--- src/rtl/decoder_addr_sequencer.sv ---
// decoder_addr_sequencer: queues 2-bit select requests and replays each as a clean enable strobe for a 2-to-4 decoder
module decoder_addr_sequencer #(
    parameter int DEPTH        = 4,
    parameter int PULSE_CYCLES = 1,
    parameter int GAP_CYCLES   = 1
) (
    input  logic                       clk,
    input  logic                       rst_n,
    input  logic                       req_valid,
    input  logic [1:0]                 req_addr,
    output logic                       req_ready,
    output logic                       addr0,
    output logic                       addr1,
    output logic                       enable,
    output logic                       busy,
    output logic [$clog2(DEPTH+1)-1:0] count
);
    localparam int AW = $clog2(DEPTH);
    localparam int CW = $clog2(DEPTH + 1);
    localparam int MX = PULSE_CYCLES > GAP_CYCLES ? PULSE_CYCLES : GAP_CYCLES;
    localparam int NW = $clog2(MX + 1);
    localparam logic [CW-1:0] FULL = CW'(DEPTH);
    localparam logic [NW-1:0] P_LD = NW'(PULSE_CYCLES - 1);
    localparam logic [NW-1:0] G_LD = NW'(GAP_CYCLES > 0 ? GAP_CYCLES - 1 : 0);

    typedef enum logic [1:0] {IDLE, DRIVE, GAP} state_t;

    state_t        state, state_nx;
    logic [NW-1:0] cnt, cnt_nx;
    logic          en_nx, pop, push;
    logic [AW-1:0] wr_ptr, rd_ptr;
    logic [1:0]    mem [DEPTH];

    assign req_ready = count < FULL;
    assign push      = req_valid & req_ready;
    assign busy      = (state != IDLE) | (count != '0);

    // FIFO storage; contents need no reset since count gates every read
    always_ff @(posedge clk)
        if (push) mem[wr_ptr] <= req_addr;

    // FIFO pointers and occupancy
    always_ff @(posedge clk or negedge rst_n)
        if (!rst_n) begin
            wr_ptr <= '0;
            rd_ptr <= '0;
            count  <= '0;
        end else begin
            wr_ptr <= push ? wr_ptr + AW'(1) : wr_ptr;
            rd_ptr <= pop ? rd_ptr + AW'(1) : rd_ptr;
            count  <= count + CW'(push) - CW'(pop);
        end

    // Strobe FSM state, dwell counter and registered decoder drive
    always_ff @(posedge clk or negedge rst_n)
        if (!rst_n) begin
            state  <= IDLE;
            cnt    <= '0;
            enable <= 1'b0;
            addr0  <= 1'b0;
            addr1  <= 1'b0;
        end else begin
            state  <= state_nx;
            cnt    <= cnt_nx;
            enable <= en_nx;
            addr0  <= pop ? mem[rd_ptr][0] : addr0;
            addr1  <= pop ? mem[rd_ptr][1] : addr1;
        end

    // Next state: pulse for PULSE_CYCLES, rest for GAP_CYCLES, pop on every new pulse
    always_comb begin
        state_nx = state;
        cnt_nx   = cnt;
        en_nx    = enable;
        pop      = 1'b0;
        case (state)
            IDLE:
                if (count != '0) begin
                    pop      = 1'b1;
                    en_nx    = 1'b1;
                    cnt_nx   = P_LD;
                    state_nx = DRIVE;
                end
            DRIVE:
                if (cnt != '0) cnt_nx = cnt - NW'(1);
                else if (GAP_CYCLES > 0) begin
                    en_nx    = 1'b0;
                    cnt_nx   = G_LD;
                    state_nx = GAP;
                end else if (count != '0) begin
                    pop    = 1'b1;
                    cnt_nx = P_LD;
                end else begin
                    en_nx    = 1'b0;
                    state_nx = IDLE;
                end
            GAP:
                if (cnt != '0) cnt_nx = cnt - NW'(1);
                else if (count != '0) begin
                    pop      = 1'b1;
                    en_nx    = 1'b1;
                    cnt_nx   = P_LD;
                    state_nx = DRIVE;
                end else state_nx = IDLE;
            default: state_nx = IDLE;
        endcase
    end
endmodule

--- config.mk ---
export PLATFORM = sky130hd
export DESIGN_NAME = decoder_addr_sequencer
export DESIGN_NICKNAME = d
export VERILOG_FILES = /design/src/rtl/decoder_addr_sequencer.sv
export SDC_FILE = /design/constraint.sdc
export NUM_CORES = 1
export LEC_CHECK = 0
export BUFFER_PORTS_ARGS = -buffer_cell sky130_fd_sc_hd__buf_2
export CAP_MARGIN = 20
export CORE_MARGIN = 8
export CORE_UTILIZATION = 45
export DETAILED_ROUTE_END_ITERATION = 6
export MAX_ROUTING_LAYER = met4
export PLACE_DENSITY = 0.65
export REMOVE_ABC_BUFFERS = 1
export SLEW_MARGIN = 5
export SYNTH_ARGS = -nofsm -noshare
export SYNTH_HDL_FRONTEND = slang
export SYNTH_SLANG_ARGS = --single-unit
--- constraint.sdc ---
create_clock -name clk -period 3.2 [get_ports clk]
set_input_delay 0.32 -clock clk [delete_from_list [all_inputs] [get_ports clk]]
set_output_delay 0.32 -clock clk [all_outputs]
set_load 0.03 [all_outputs]
==> results of run 1 <==
==> flip-flops by register name (all words and copies together), names as in the netlist <==
name	flops
addr0	1
mem	8
enable	1
wr_ptr	2
state	2
count	3
addr1	1
rd_ptr	2
==> report_power, final <==
part           internal [mW]  switching, mW
Clock                 0.0692         0.0717
Combinational          0.216          0.265
Sequential             0.368         0.0784
==> cell usage in the layout (no fill, tap or decap), drive strengths merged, types with 3 or more instances in the layout <==
cell type and instances:
and2 4, buf 12, clkbuf 4, dfrtp 12
edfxtp 8, ha 6, inv 7, nor2 3
xnor2 3
==> logic make-up (layout without fill, tap and decap cells) <==
family	count (synthesis)	in the layout	synth area share
muxes	4	4	0.0852
and+or+nand+nor	13	13	0.0923
xor gates and xnor gates	5	5	0.0497
buffers and inverters	8	24	0.0341
AOI/OAI and AO/OA	2	2	0.0170
adders and majority gates	7	7	0.108
DFF	20	20	0.614
==> area by class of cell <==
type / instances / area, um2 / area share
flip-flops and latches: 20 / 541 / 0.531
repair buffers: 13 / 70.1 / 0.0689
clock buffers: 4 / 36.3 / 0.0357
well taps: 27 / 33.8 / 0.0332
multi-input cells: 31 / 310 / 0.305
inverters: 7 / 26.3 / 0.0258
==> per-layer routing <==
metal,vias to the layer above,GRT usage
met1,225,0.0837
met4,0,0.0204
met3,2,0.0258
li1,226,-
met2,6,0.139
met5,-,-
==> worst min path at each step <==
stage	startpoint	to	slack, ns	cells after the start
after floorplan	rst_n	addr0	0.02	0
after global placement	rst_n	addr0	0.21	1
after detailed placement	rst_n	addr0	0.21	1
after CTS	req_addr[0]	mem[1][0]	0.24	1
after global routing	req_addr[1]	mem[3][1]	0.23	1
final	req_addr[1]	mem[3][1]	0.25	1
==> metrics by stage <==
step           setup slack (ns)  utilization  hold WS [ns]  cell area, um2
3_3_place_gp              0.987        0.511         0.209             971
3_5_place_dp              0.963        0.511         0.213             971
4_1_cts                   0.936        0.535         0.242            1020
2_1_floorplan             0.953            -        0.0244             877
6_report                  0.958        0.535         0.246            1020
5_1_grt                   0.699        0.535         0.234            1020
==> critical path, cell delays in order (launching register included) <==
cell and delay [ns]:
dfrtp_1 0.45, nor2b_1 0.47, inv_2 0.05, ha_1 0.27, inv_1 0.06, ha_1 0.13
inv_1 0.05, fa_1 0.37, xnor2_1 0.17, xnor2_1 0.15
==> repair_timing <==
item | 4_1_cts | 5_1_grt
hold endpoints to repair | 12 | 0
hold buffers | 1 | 0
setup endpoints to repair | 0 | 0
==> results.cfg, run 1 <==
[outcome]
outcome = complete, no violations

[drt]
vias = 459
drt_first_pass_iters = 1
routedWlPerCell_um = 11.9
wl_met1_um = 529
drc = 0
wl_mm = 1.22
dr_wl_met3_um = 63
vias_per_cell = 4.50
ant_nets = 0
drtIter0Drc = 0
routed.top_layer = met4
wl_met2_um = 617

[floorplan]
core-area_mm2 = 0.00190
initial_core_util = 0.463
die_area_mm2 = 0.00363
die_x_um = 60.2
io_pins = 13
fp.dieH_um = 60.2
fp-row-count = 16

[setup_path]
path_class = flop to flop
r2r_cells = 9
end_kind = flop
r2r_slack_ns = 0.96
reg2reg_from = count[2]
required_ns = 3.41
r2r_end = count[2]
arrival_ns = 2.46
critPathLaunchType = flop
critPathMaxFanout = 8
crit_end = count[2]
crit_start = count[2]

[global_route]
antenna_found_initial = 0
grt_max_degree = 13
grt_usage = 0.0794
grt_pass1_wl_mm = 2.06
grt.overflow.total = 0
grt_pass1_vias = 472

[layout]
nFillCells = 162
instances_no_fill = 102
drive_above_1_share = 0.320
fin_nets = 88
antenna_cells = 0
syn_to_final_growth_pct = 15.5

[timing]
slew_headroom = 0.625
period_minus_slack_ns = 2.24
fin_skew_ns = 0.00476
setup_violations = 0
max_freq_mhz = 446
finalCritPeriodShare = 0.701
rsz0062_at_grt = false
final_hold_viol_count = 0
tightest_slew_ns = 0.561
drv_slew = 0
tns_ns = 0

[synthesis]
synth_most_common_cell = dfrtp_1
syn_area_per_cell_um2 = 14.9
syn-cell-area_um2 = 881
ys_warn_count = 0
yosysTopAreaCellShare = 0.341
ys_seq_area_frac = 0.614
synth_edf_count = 8
synth_cell_types = 20
synthTopCellsByArea = dfrtp_1 34%, edfxtp_1 27%, ha_1 8.5%
ys_top_cells_by_count = 12 x dfrtp_1, 8 x edfxtp_1, 6 x ha_1, 6 x inv_1, 4 x and2_1
yosys.area.top_type = dfrtp_1
ys.flop_type = dfrtp_1
syn_inst = 59
synth_seq_cells = 20
synthArstFlopShare = 0.600

[clock_network]
clkSlewWorstSetupHoldPaths_ns = 0.11
cts_resized = 0
postCtsSetupBuffers = 0
clockBufferDepth = 2
cts-root-buf = clkbuf_4
clkLatencyLatePin_ns = 0.29
htreeDepth = 1
cts.sinks = 20
cts_tree = yes
numCtsBuffers = 3

[power_and_ir_drop]
finalPower_mw = 1.07
power_density_mw_per_mm2 = 1050
peakVddDrop_uv = 574
p_leak_nw = 0.451

[job]
maxCapViolations = 0

[place]
portBuffers = 12
gp_congestion = 0.731
placed_cells = 97

[min_path]
hp-class = input pin to flop
(Power assumes the default switching activity.)
==> run 2, diff against run 1 <==
- clock period: 3.2 -> 2.2 ns (I/O delays scaled with it)
==> run 2 against run 1 <==
  * Maximum frequency is 11% higher
  * First-iteration DRC count grew 8
  * Cell count increased by 2.9%
  * Non-clock buffer count grew 3
  * Wire length up 3.3%
  * Highest routed layer unchanged
  * Total power grew 55%
  * Via count increased by 2.0%
  * Die area unchanged
  * Global-route usage is 0.46 points higher
==> results.cfg, run 2 (synthesized netlist as in run 1, its figures left out) <==
[clock_network]
clockBufferDepth = 2
numCtsBuffers = 3
clkLatencyLatePin_ns = 0.30
cts.sinks = 20
cts_tree = yes
htreeDepth = 1
cts-root-buf = clkbuf_4
clkSlewWorstSetupHoldPaths_ns = 0.11

[floorplan]
core-area_mm2 = 0.00190
die_x_um = 60.2
fp-row-count = 16
fp.dieH_um = 60.2
initial_core_util = 0.463
io_pins = 13
die_area_mm2 = 0.00363

[timing]
period_minus_slack_ns = 2.03
fin_skew_ns = 0.00628
max_freq_mhz = 493
tightest_slew_ns = 0.275
hold_ws_ns = 0.133
rsz0062_at_grt = false
drv_slew = 0
finalCritPeriodShare = 0.922
setup_violations = 0
final_hold_viol_count = 0
slew_headroom = 0.817

[power_and_ir_drop]
finalPower_mw = 1.65
p_leak_nw = 0.473
peakVddDrop_uv = 824
power_density_mw_per_mm2 = 1550

[place]
dp_hpwl_um = 974
placed_cells = 99
gp_congestion = 0.748
portBuffers = 12
dpl-instance-area_um2 = 986

[layout]
final_cell_mix = 12 x buf_2, 11 x dfrtp_1, 8 x edfxtp_1
final_common_cell = buf_2
design_area_mm2 = 0.00106
top_regs = mem (8), count (3)
top_register = mem
syn_to_final_growth_pct = 20.6
antenna_cells = 0
drive_above_1_share = 0.385
largest_register_ffs = 8
instances_no_fill = 105
fin_nets = 91

[global_route]
grt_usage = 0.0840
grt_pass1_wl_mm = 2.14
antenna_found_initial = 0
grt.overflow.total = 0
grt_max_degree = 13
grt_pass1_vias = 485

[drt]
vias_per_cell = 4.46
wl_mm = 1.26
vias = 468
wl_met2_um = 645
drc = 0
routedWlPerCell_um = 12.0
ant_nets = 0
dr_wl_met3_um = 64
wl_met1_um = 524
routed.top_layer = met4
drtIter0Drc = 8
drt_first_pass_iters = 2

[setup_path]
crit_start = count[1]
arrival_ns = 2.22
critPathMaxFanout = 5
critPathLaunchType = flop
crit_slowest_cell = dfrtp_2
slowest_delay_ns = 0.46
reg2reg_from = count[1]
crit_chain = nor3_4 > nor2_4 > ha_1 > inv_1 > ha_1 > inv_1 > fa_2 > xnor2_2 > xnor2_1
required_ns = 2.39
r2r_cells = 9
path_class = flop to flop
end_kind = flop

[min_path]
hold_path_startpoint = req_addr[1]
whs_path_depth = 1
hp-class = input pin to flop

[job]
maxCapViolations = 0

[outcome]
outcome = complete, no violations
## run 2: cell count changes in the layout (fill, tap and decap cells not counted), sizes merged
cell / change
buf: +3
## run 2: final cells by class
class	count	area (um2)
Clock buffer	4	36.3
Fill cell	167	840
Inverter	7	26.3
Multi-Input combinational cell	31	332
Sequential cell	20	542
Tap cell	27	33.8
Timing Repair Buffer	16	92.6
## run 2: critical path: cells and delay by family, from the launching register on
kind | cells | cell delay [ns]
flip-flops | 1 | 0.46
buffers and inverters | 2 | 0.11
XOR/XNOR | 2 | 0.27
AND/OR/NAND/NOR | 2 | 0.33
adder cells (fa/ha/maj) | 3 | 0.76
## run 2: power breakdown
part           internal [mW]  leakage, nW  switching (mW)
clock network          0.101       0.0210           0.107
logic                  0.372        0.239           0.400
registers              0.537        0.213           0.134
## run 2: repair_timing
item	4_1_cts	5_1_grt
buffers inserted	0	1
hold buffers	1	0
hold endpoints to repair	12	0
resized for setup	0	5
setup endpoints to repair	0	1
## run 2: path summary, 6_finish.rpt
check	slack, ns	end
max	0.17	count[2]
min	0.13	mem[1][1]
max reg2reg	0.17	count[2]
min reg2reg	0.45	state[1]
max in group asynchronous	1.66	count[1]
min in group asynchronous	0.31	addr1
## run 2: stage by stage
stage | worst slack, ns | TNS, ns | utilization
final | 0.171 | 0 | 0.559
after global routing | 0.0157 | 0 | 0.559
after CTS | 0.102 | 0 | 0.543
after detailed placement | 0.115 | 0 | 0.518
after global placement | 0.150 | 0 | 0.518
after floorplan | -0.0472 | -0.0472 | -
## run 2: layer usage
metal  up-vias  GRT usage
met5         -          -
met4         0     0.0510
met3         4     0.0258
met2         8      0.123
met1       224     0.0977
li1        232          -
